$ cat src/rtl/bcd_pkg.sv
// Shared BCD definitions: digit type, decade limits and the load clamp helper.
package bcd_pkg;

  typedef logic [3:0] bcd_digit_t;

  localparam bcd_digit_t BCD_MAX = 4'd9;
  localparam bcd_digit_t BCD_MIN = 4'd0;

  // Out-of-range codes (A..F) collapse to 9 so a digit never leaves 0..9.
  function automatic bcd_digit_t bcd_clamp(input bcd_digit_t d);
    return (d > BCD_MAX) ? BCD_MAX : d;
  endfunction

endpackage

$ cat src/rtl/bcd_digit.sv
// Single decade counter stage; cy flags that this stage wraps on the current enabled step.
module bcd_digit
  import bcd_pkg::*;
(
  input  logic       clk,
  input  logic       reset,
  input  logic       en,
  input  logic       up_dn,
  input  logic       load,
  input  logic [3:0] load_val,
  output logic [3:0] q,
  output logic       cy
);

  logic at_lim;

  assign at_lim = up_dn ? (q == BCD_MAX) : (q == BCD_MIN);
  assign cy     = en & at_lim;

  always_ff @(posedge clk) begin
    if (!reset) begin
      q <= BCD_MIN;
    end else if (load) begin
      q <= bcd_clamp(load_val);
    end else if (en) begin
      if (up_dn) q <= at_lim ? BCD_MIN : q + 4'd1;
      else       q <= at_lim ? BCD_MAX : q - 4'd1;
    end
  end

endmodule

$ cat src/rtl/bcd_counter_n.sv
// Multi-digit up/down BCD counter with load, wrap or saturate at terminal count,
// sticky overflow and a one-cycle flag for loads that needed clamping.
module bcd_counter_n
  import bcd_pkg::*;
#(
  parameter int unsigned DIGITS   = 4,
  parameter bit          SATURATE = 1'b0
) (
  input  logic                  clk,
  input  logic                  reset,
  input  logic                  en,
  input  logic                  up_dn,
  input  logic                  load,
  input  logic [4*DIGITS-1:0]   load_val,
  output logic [4*DIGITS-1:0]   count,
  output logic                  tc,
  output logic                  ovf,
  output logic                  load_err
);

  localparam int unsigned W = 4 * DIGITS;

  logic all_max;
  logic all_min;
  logic load_bad;
  logic sat_hold;
  logic carry_out;

  // Terminal-count detection and load range check, one decade at a time.
  always_comb begin
    all_max  = 1'b1;
    all_min  = 1'b1;
    load_bad = 1'b0;
    for (int unsigned k = 0; k < DIGITS; k++) begin
      all_max  = all_max & (count[4*k +: 4] == BCD_MAX);
      all_min  = all_min & (count[4*k +: 4] == BCD_MIN);
      load_bad = load_bad | (load_val[4*k +: 4] > BCD_MAX);
    end
  end

  assign tc       = en & ~load & (up_dn ? all_max : all_min);
  assign sat_hold = SATURATE & tc;

  // Carry ripples stage to stage; saturation freezes the whole chain at its source.
  for (genvar k = 0; k < int'(DIGITS); k++) begin : g_dig
    logic stage_en;
    logic cy;

    if (k == 0) begin : g_lsd
      assign stage_en = en & ~sat_hold;
    end else begin : g_msd
      assign stage_en = g_dig[k-1].cy;
    end

    bcd_digit u_digit (
      .clk      (clk),
      .reset    (reset),
      .en       (stage_en),
      .up_dn    (up_dn),
      .load     (load),
      .load_val (load_val[4*k +: 4]),
      .q        (count[4*k +: 4]),
      .cy       (cy)
    );
  end

  assign carry_out = g_dig[DIGITS-1].cy;

  // A carry out of the top decade is a wrap; sat_hold covers the frozen case.
  always_ff @(posedge clk) begin
    if (!reset) begin
      ovf      <= 1'b0;
      load_err <= 1'b0;
    end else if (load) begin
      ovf      <= 1'b0;
      load_err <= load_bad;
    end else begin
      load_err <= 1'b0;
      if (carry_out | sat_hold) ovf <= 1'b1;
    end
  end

  logic unused_w;
  assign unused_w = ^W;

endmodule
$ cat config.mk
export PLATFORM = sky130hd
export DESIGN_NAME = bcd_counter_n
export DESIGN_NICKNAME = d
export VERILOG_FILES = /design/src/rtl/bcd_pkg.sv /design/src/rtl/bcd_digit.sv /design/src/rtl/bcd_counter_n.sv
export SDC_FILE = /design/constraint.sdc
export NUM_CORES = 1
export LEC_CHECK = 0
export ABC_AREA = 1
export CAP_MARGIN = 20
export CORE_MARGIN = 2
export CORE_UTILIZATION = 35
export CTS_BUF_LIST = sky130_fd_sc_hd__clkbuf_8
export DETAILED_ROUTE_END_ITERATION = 10
export DONT_BUFFER_PORTS = 1
export PLACE_DENSITY_LB_ADDON = 0.15
export SETUP_SLACK_MARGIN = 0.4
export SKIP_LAST_GASP = 1
export SLEW_MARGIN = 0
export SYNTH_ARGS = -nofsm -noshare
export SYNTH_HDL_FRONTEND = slang
export SYNTH_SLANG_ARGS = --single-unit
$ cat constraint.sdc
create_clock -name clk -period 1.5 [get_ports clk]
set_input_delay 0.225 -clock clk [delete_from_list [all_inputs] [get_ports clk]]
set_output_delay 0.225 -clock clk [all_outputs]
set_load 0.02 [all_outputs]
==> Word level (Yosys, flattened, before mapping) <==
Cells that the tools add are included.
{ "word_totals": {"reg_bits": 18, "latchBits": 0, "mem_bits_rw": 0, "mem_bits_ro": 0, "inputBits": 21, "output_inout_bits": 19, "elab_cells": 78, "memories": 0} }
{ "classes": {"addsub": 8, "n_mul": 0, "div": 0, "n_lt_le_gt_ge": 4, "eq_ne": 4, "n_shift": 0, "n_mux": 29, "bitwise_logic": 17, "reduce_logical": 10} }
{ "op_table": {"columns": ["operator", "count"], "rows": [
  ["two-way mux 4 bit", 24],
  ["adder 4 x 1 -> 4 bit (second input constant)", 4],
  ["equality test 4 bit (second input constant)", 4],
  ["greater-than comparator 4 bit (second input constant)", 4],
  ["zero test 4 bit", 4],
  ["subtractor 4 x 1 -> 4 bit (second input constant)", 4],
  ["bitwise AND 1 bit", 12],
  ["nonzero test 2 bit", 4],
  ["two-way mux 1 bit", 5],
  ["bitwise OR 1 bit", 3],
  ["NOT 1 bit", 2],
  ["AND reduction 2 bit", 1],
  ["OR reduction 2 bit", 1]
]} }

==> Depth between registers and ports, before layout <==
Gate-level depths: netlist of run 1.
{ "depth": {"ltp_word": 7, "ltp_mapped": 11} }

==> Modules after synthesis <==
Synthesis of run 1 repeated with hierarchy kept, for this count alone.
{ "hier_totals": {"cells_unflattened": 299, "hier_area_um2": 1725.4} }
{ "modules_own_cells": {"columns": ["module", "instances", "cells_per_inst", "area_per_inst_um2"], "rows": [
  ["bcd_digit", 4, 65, 384.1],
  ["bcd_counter_n", 1, 39, 188.9]
]} }

==> Worst setup path before layout of run 1 <==
Ideal clock, no wire load.
{ "synth_path": {"kind": "register to output", "start": "register g_dig[1].u_digit.q[0]", "end": "output port tc", "arrival_time_ns": 1.683, "required_time_ns": 1.275, "setup_slack_ns": -0.408, "stages_incl_launch_ff": 6, "n_path_buf": 0, "path_cell_list": "dfxtp_1 -> ha_1 -> nand2_1 -> nor4_1 -> nand4_1 -> a21boi_0"} }
{ "synth_between": {"elab_chain_len": 6} }
{ "synth_lines": {"columns": ["item", "line", "source"], "rows": [
  ["start: declaration", "bcd_digit.sv:11", "output logic [3:0] q,"],
  ["start signal: assignment", "bcd_digit.sv:24", "q <= bcd_clamp(load_val);"],
  ["start signal: assignment", "bcd_digit.sv:26", "if (up_dn) q <= at_lim ? BCD_MIN : q + 4'd1;"],
  ["start signal: assignment", "bcd_digit.sv:27", "else q <= at_lim ? BCD_MAX : q - 4'd1;"],
  ["equality test 4 bit or zero test 4 bit (tied branches)", "bcd_counter_n.sv:35, bcd_counter_n.sv:36", null],
  ["bitwise AND 1 bit, on equally long branches (3 in a row)", "bcd_counter_n.sv:35, bcd_counter_n.sv:36", null],
  ["two-way mux 1 bit *", "bcd_counter_n.sv:41", "assign tc = en & ~load & (up_dn ? all_max : all_min);"],
  ["bitwise AND 1 bit *", "bcd_counter_n.sv:41", null],
  ["end: declaration", "bcd_counter_n.sv:16", "output logic tc,"]
]} }
Mark *: on every way between the ends. The rest lies on a longest branch, timed or not.

==> Worst setup path after layout of run 1 <==
{ "layout_path": {"start": "register g_dig[0].u_digit.q[0]", "end": "output port tc"} }
{ "layout_between": {"elab_chain_len": 6} }
{ "layout_lines": {"columns": ["item", "line"], "rows": [
  ["start: declaration", "bcd_digit.sv:11"],
  ["start signal: assignment", "bcd_digit.sv:24"],
  ["start signal: assignment", "bcd_digit.sv:26"],
  ["start signal: assignment", "bcd_digit.sv:27"],
  ["equality test 4 bit or zero test 4 bit (tied branches)", "bcd_counter_n.sv:35, bcd_counter_n.sv:36"],
  ["bitwise AND 1 bit, on equally long branches (3 in a row)", "bcd_counter_n.sv:35, bcd_counter_n.sv:36"],
  ["two-way mux 1 bit *", "bcd_counter_n.sv:41"],
  ["bitwise AND 1 bit *", "bcd_counter_n.sv:41"]
]} }
Marks and branches as above.

==> results of run 1 <==
area by class of cell:
cell class	instances	area (µm²)	share of cell area, %
well taps	67	83.8	3.21
clock inverters	1	3.75	0.144
repair buffers	58	520	19.9
multi-input cells	210	1430	54.5
inverters	32	135	5.17
flip-flops and latches	18	403	15.4
clock buffers	3	41.3	1.58
synthesized netlist by cell type (all sizes together) (3+ instances only):
library cell	number
nand2	71
inv	32
nor2	30
nand3	29
a21oi	20
dfxtp	18
o21ai	18
ha	12
nand4	9
buf	7
xor2	6
a31oi	3
cell usage in the layout, fill, tap and decap left out, drive strengths merged, types with 2 or more instances in the layout:
cell type	Yosys	layout
nand2	71	71
buf	7	58
inv	32	32
nor2	30	30
nand3	29	29
a21oi	20	20
o21ai	18	18
dfxtp	18	18
ha	12	12
nand4	9	9
xor2	6	6
a31oi	3	3
clkbuf	0	3
nand3b	2	2
nor4	2	2
nor3	2	2
how the worst max path moves through the flow:
stage / start / slack [ps] / cells past startpoint / endpoint
final: g_dig[0].u_digit.q[0] / -270 / 7 / tc
after global placement: g_dig[0].u_digit.q[1] / -80 / 7 / tc
after floorplan: g_dig[0].u_digit.q[1] / 40 / 6 / tc
after global routing: g_dig[1].u_digit.q[1] / -370 / 7 / tc
after CTS: g_dig[0].u_digit.q[1] / -280 / 7 / tc
after detailed placement: g_dig[0].u_digit.q[0] / -80 / 7 / tc
cell families (layout without fill, tap and decap cells):
logic type	after synthesis	in the layout	synth area share, %
buffers and inverters	39	94	9.91
flip-flops	18	18	21.0
XOR/XNOR	7	7	3.57
AND/OR/NAND/NOR	146	146	42.6
adder cells (fa/ha/maj)	12	12	8.75
AO/OA/AOI/OAI	45	45	14.1
layer usage:
metal | vias up | GRT usage, % | share of wire (%)
li1 | 996 | - | -
met1 | 884 | 28.2 | 47
met2 | 37 | 36.9 | 48
met3 | 4 | 4.47 | 4.1
met4 | 0 | 5.05 | 1.0
met5 | - | 0 | 0
flip-flops by register name, indices dropped and copies added (netlist names):
name / flops
g_dig.u_digit.q: 16
load_err: 1
ovf: 1
stage by stage:
stage	hold WS (ps)	cell area [µm²]	cells	total power, µW
4_1_cts	70.0	2510	385	1900
3_3_place_gp	346	2230	371	1390
5_1_grt	60.7	2610	389	2090
3_5_place_dp	348	2230	371	1390
2_1_floorplan	353	1860	267	1140
6_report	77.4	2610	389	1950
timing repair:
item,in CTS,in global routing
resized for setup,36,18
setup endpoints to repair,21,27
setup buffers,10,4
pin swaps,13,12
cloned,0,0
worst register-to-register path: stages, from the launching register on:
cell and delay [ps]:
dfxtp_4 370, inv_4 70, ha_4 140, nand2_4 60
buf_6 120, nand2_4 90, nand2_4 70, nand2_4 100
buf_6 110, nand3_4 90, buf_4 160, nand2_1 60
a21oi_2 50
power groups by stage:
stage	sequential, µW	combinational (µW)	clock (µW)
floorplan	660	479	0
global placement	592	799	0
detailed placement	593	800	0
CTS	583	927	390
global route	593	1080	414
finish	587	982	377
==> impl_metrics.tcl, run 1 <==
set metrics [dict create \
    violations "setup timing" \
    ant_nets 0 \
    grt_pass1_vias 1808 \
    rr_startpoint "g_dig[0].u_digit.q[0]" \
    cp_top_family "simple AND/OR/NAND/NOR gates" \
    hpwlAfterDp_mm 4.08 \
    min_period_ps 1770 \
    min_from "reset" \
    dr.first_iter.drc_count 108 \
    cap_violations 0 \
    outcome "finished, violations left" \
    worstSetupStartpointType "flop" \
    grt_pass1_wl_mm 9.05 \
    hold_viol 0 \
    synth_nets 300 \
    worst_slew_pin_slew_ps 407 \
    utilization_pct 55.3 \
    power.leakage_uw 0.00117 \
    ys_ff_latch 18 \
    cp.arrival_ps 1540 \
    path_class "reg2out" \
    critPathCaptureType "output pin" \
    vias 1921 \
    hold_class "in2reg" \
    wirelength_mm 5.50 \
    wire_per_inst_um 14.1 \
    antenna_found_initial 0 \
    whs_endpoint "g_dig[3].u_digit.q[0]" \
    swShare_pct 40.0 \
    dieArea_um2 5480 \
    synth_area_per_cell_um2 6.43 \
    reg2regPathDepth 12 \
    syn_inst 267 \
    r2r_end "g_dig[2].u_digit.q[3]" \
    r2r_slack_ps -100 \
    slew_viol_final 0 \
    tritoncts "done" \
    p_per_area_nw_per_um2 745 \
    synth_warnings 0 \
    dp_slack_ps -81.1 \
    firstDrtPassIters 4 \
    postCtsHoldBufs 0 \
    io_buffer_count 0 \
    path_clk_slew_ps 80 \
    finClkSkew_ps 9.31 \
    relSlewSlack_pct 72.6 \
    synth_area_leaders "dfxtp_1, nand2_1, ha_1" \
    max_freq_ghz 0.566 \
    yosysSeqAreaShare_pct 21.0 \
    drc 0 \
    netlist_area_um2 1720 \
    grt_setup_unrepaired "true" \
    drive_above_1_share_pct 42.5 \
    core_um2 4720 \
    crit_path_cell_trace "inv_4, ha_4, nand2_4, nor4_4, nand4_1, a21boi_2, buf_4" \
    pwr-share-clk_pct 19.4 \
    die_x_um 74.0 \
    synth_top_area_share_pct 21.0 \
    htree_levels 1 \
    area_growth_pct 52.2 \
    root_buffer "clkbuf_8" \
    synth-edff-count 0 \
    vdd_drop_max_mv 0.463 \
    yosysTopAreaCell "dfxtp_1" \
    seqPwrFrac_pct 30.2 \
    slowest_stage "dfxtp_4" \
    cp.buffers_inverters 2 \
    nets 356 \
    place.gp.congestion 0.843 \
    p_int_uw 1170 \
    viasPerCell 4.94 \
    netlist-cell-type-count 31 \
    row_count 25 \
    setup_viol 9 \
    ios 40 \
    clockBufferDepth 2 \
    yosys_most_used_dff "dfxtp_1" \
    start_util_pct 36.3 \
    fillers 456 \
    clkLatencyLatePin_ps 270 \
    numCtsBuffers 3 \
    cp.required_ps 1270 \
    die_y_um 74.0 \
    finalCritPeriodShare_pct 118 \
    grtUsageTotal_pct 21.7 \
    slowest_delay_ps 370 \
    cts.sinks 18 \
    min_path_cells 2 \
    diodes 0 \
    setup_slack_ps -266 \
    async_flop_share_pct 0 \
    cp_max_fo 3 \
    grt_max_degree 22 \
    power_frac_comb_pct 50.4 \
    grt-ovfl-total 0 \
    tns_ps -671 \
    p_sw_uw 778 \
]
(Power assumes the default switching activity.)
==> inputs of run 2 (changes only) <==
Settings changed: CTS_CLUSTER_DIAMETER from default to 80.
==> results of run 2 <==
The final DEF is identical to that of run 1; final timing and power are the same.
==> inputs of run 3 (changes only) <==
Settings changed: SLEW_MARGIN 0 to default, SYNTH_HIERARCHICAL from default to 1.
==> run 3 against run 2 <==
Compared with the run above: the run still ends with setup timing left; register-to-register slack worse by 100 ps; sequential share of layout area is 1.2 points higher; combinational power is 23% lower; flip-flop and latch count stayed put; synthesized cell count is 12% higher; global-route usage is 4.1 points lower; utilization is 5.2 points lower; clock power is 11% higher; design area is 9.4% lower; non-clock buffer count is 20 lower; critical endpoint is now g_dig[3].u_digit/q[3]; largest cell class unchanged.
==> impl_metrics.tcl, run 3 <==
set metrics [dict create \
    outcome "finished, violations left" \
    violations "setup timing" \
    die_y_um 74.2 \
    reg2regPathDepth 14 \
    clockBufferDepth 2 \
    ios 40 \
    cp.arrival_ps 1890 \
    clkLatencyLatePin_ps 260 \
    final_cell_mix "nand2_1, buf_4, nor2_1, inv_1, nand3_1" \
    power_frac_comb_pct 42.8 \
    synthTopCellsByCount "nand2_1, nor2_1, inv_1" \
    grt_pass1_wl_mm 7.68 \
    drc 0 \
    io_buffer_count 0 \
    hold_viol 0 \
    hold_class "in2reg" \
    hpwlAfterDp_mm 3.63 \
    tritoncts "done" \
    p_int_uw 1100 \
    cap_violations 0 \
    grt_pass1_vias 1748 \
    min_path_cells 1 \
    relSlewSlack_pct 79.5 \
    finalCritPeriodShare_pct 113 \
    core_um2 4720 \
    viasPerCell 4.90 \
    synth_nets 332 \
    netlist_area_um2 1730 \
    slew_viol_final 0 \
    row_count 25 \
    rr_startpoint "g_dig[0].u_digit/q[0]" \
    wire_per_inst_um 12.1 \
    drive_above_1_share_pct 31.1 \
    synth_top_area_share_pct 20.9 \
    synth_warnings 6 \
    min_from "load" \
    grt_setup_unrepaired "true" \
    top_register "g_dig.u_digit/q" \
    slowest_stage "dfxtp_4" \
    timing.hold.ws_ps 38.3 \
    power.leakage_uw 0.00111 \
    syn_inst 299 \
    path_clk_slew_ps 80 \
    cp_max_fo 5 \
    synth_area_per_cell_um2 5.77 \
    setup_slack_ps -202 \
    path_class "reg2reg" \
    yosysTopAreaCell "dfxtp_1" \
    p_per_area_nw_per_um2 745 \
    yosys_most_used_dff "dfxtp_1" \
    async_flop_share_pct 0 \
    min_period_ps 1700 \
    numCtsBuffers 3 \
    cp_top_family "simple AND/OR/NAND/NOR gates" \
    r2r_slack_ps -200 \
    final_common_cell "nand2_1" \
    root_buffer "clkbuf_8" \
    start_util_pct 36.5 \
    seqPwrFrac_pct 33.5 \
    whs_endpoint "ovf" \
    critPathCaptureType "flop" \
    synth-edff-count 0 \
    ant_nets 0 \
    nets 375 \
    grt_max_degree 32 \
    synth_area_leaders "dfxtp_1, nand2_1, nor2_1" \
    finClkSkew_ps 3.76 \
    multi_input_area_um2 1360 \
    largest_reg_flops 16 \
    postCtsHoldBufs 0 \
    cp_common_cell "nor2_4" \
    worst_slew_pin_slew_ps 307 \
    cp.required_ps 1690 \
    dr.first_iter.drc_count 64 \
    synth.most_common_cell "nand2_1" \
    dieArea_um2 5510 \
    grtUsageTotal_pct 17.6 \
    diodes 0 \
    area_growth_pct 37.1 \
    cp.buffers_inverters 3 \
    fillers 516 \
    place.gp.congestion 0.756 \
    pwr-share-clk_pct 23.6 \
    die_x_um 74.2 \
    netlist-cell-type-count 17 \
    setup_viol 10 \
    htree_levels 1 \
    max_freq_ghz 0.588 \
    p_sw_uw 668 \
    vdd_drop_max_mv 0.335 \
    swShare_pct 37.9 \
    antenna_found_initial 0 \
    firstDrtPassIters 4 \
    grt-ovfl-total 0 \
    r2r_end "g_dig[3].u_digit/q[3]" \
    cts.sinks 18 \
    dp_slack_ps -212 \
    seqCellArea_um2 393 \
    vias 2001 \
    yosysSeqAreaShare_pct 20.9 \
    slowest_delay_ps 370 \
    utilization_pct 50.1 \
    ys_ff_latch 18 \
    top_regs "g_dig.u_digit/q: 16 flops, load_err: 1 flops, ovf: 1 flops" \
    wirelength_mm 4.95 \
    worstSetupStartpointType "flop" \
    crit_path_cell_trace "inv_4, ha_4, nand2_4, nor2_4, nor2_4, nor2_4, inv_2, nor2_4, inv_2, nor2_4, nor2_4, a21oi_2, nand2_1, a21oi_2" \
]
run 3: cell count changes after synthesis, sizes merged, moves of 3 or more:
cell	previous run	this run
buf	7	0
o21ai	18	22
a21oi	20	25
a31oi	3	8
nand3	29	21
nand4	9	4
nor2	30	52
inv	32	46
nand2	71	79
xnor2	1	4
o31ai	0	4
run 3: final cells by class:
| cell class | count | share of cell area, % |
|---|---|---|
| Multi-Input combinational cell | 235 | 57.5 |
| Inverter | 46 | 7.62 |
| Clock buffer | 4 | 2.33 |
| Sequential cell | 18 | 16.6 |
| Timing Repair Buffer | 38 | 12.4 |
| Tap cell | 67 | 3.54 |
run 3: worst max-delay path by stage:
stage                                      from               endpoint  slack [ps]  depth (start not counted)
final                     g_dig[0].u_digit/q[0]  g_dig[3].u_digit/q[3]        -200                         14
after detailed placement  g_dig[0].u_digit/q[0]  g_dig[3].u_digit/q[3]        -210                         14
after CTS                 g_dig[0].u_digit/q[1]  g_dig[3].u_digit/q[3]        -160                         14
after global placement    g_dig[0].u_digit/q[1]  g_dig[3].u_digit/q[3]        -170                         14
after floorplan           g_dig[0].u_digit/q[0]  g_dig[3].u_digit/q[0]        -130                         14
after global routing      g_dig[0].u_digit/q[0]  g_dig[3].u_digit/q[3]        -300                         14
run 3: power by group through the flow:
| stage | sequential, µW | clock, µW | combinational, µW |
|---|---|---|---|
| floorplan | 662 | 0 | 379 |
| global placement | 598 | 0 | 646 |
| detailed placement | 598 | 0 | 649 |
| CTS | 589 | 427 | 701 |
| global route | 599 | 441 | 841 |
| finish | 591 | 417 | 755 |
run 3: cells by family after synthesis:
group | after synthesis | synth area share (%)
fa+ha+maj | 12 | 8.70
flops | 18 | 20.9
buf+inv | 46 | 10.0
compound gates | 59 | 19.1
simple gates | 156 | 37.2
xor+xnor | 8 | 4.06
run 3: timing repair:
action,CTS,global route
pin swaps,13,16
resized for setup,21,19
setup buffers,5,4
endpoints found under the setup margin,18,18
run 3: through the flow:
step	area (µm²)	power [µW]	std cells	TNS [ps]
floorplan	1810	1040	299	-996
global placement	2110	1240	395	-1070
detailed placement	2110	1250	395	-1420
CTS	2260	1720	404	-1050
global route	2370	1880	408	-2710
finish	2370	1760	408	-1290
run 3: layer usage:
metal  vias up  wire length, µm  GRT usage, %  part of all wire, %
li1       1048                -             -                    -
met1       907             2340          23.1                   47
met2        44             2340          30.7                   47
met3         2              255          2.98                  5.1
met5         -                0             0                    0
met4         0               17          3.57                 0.34
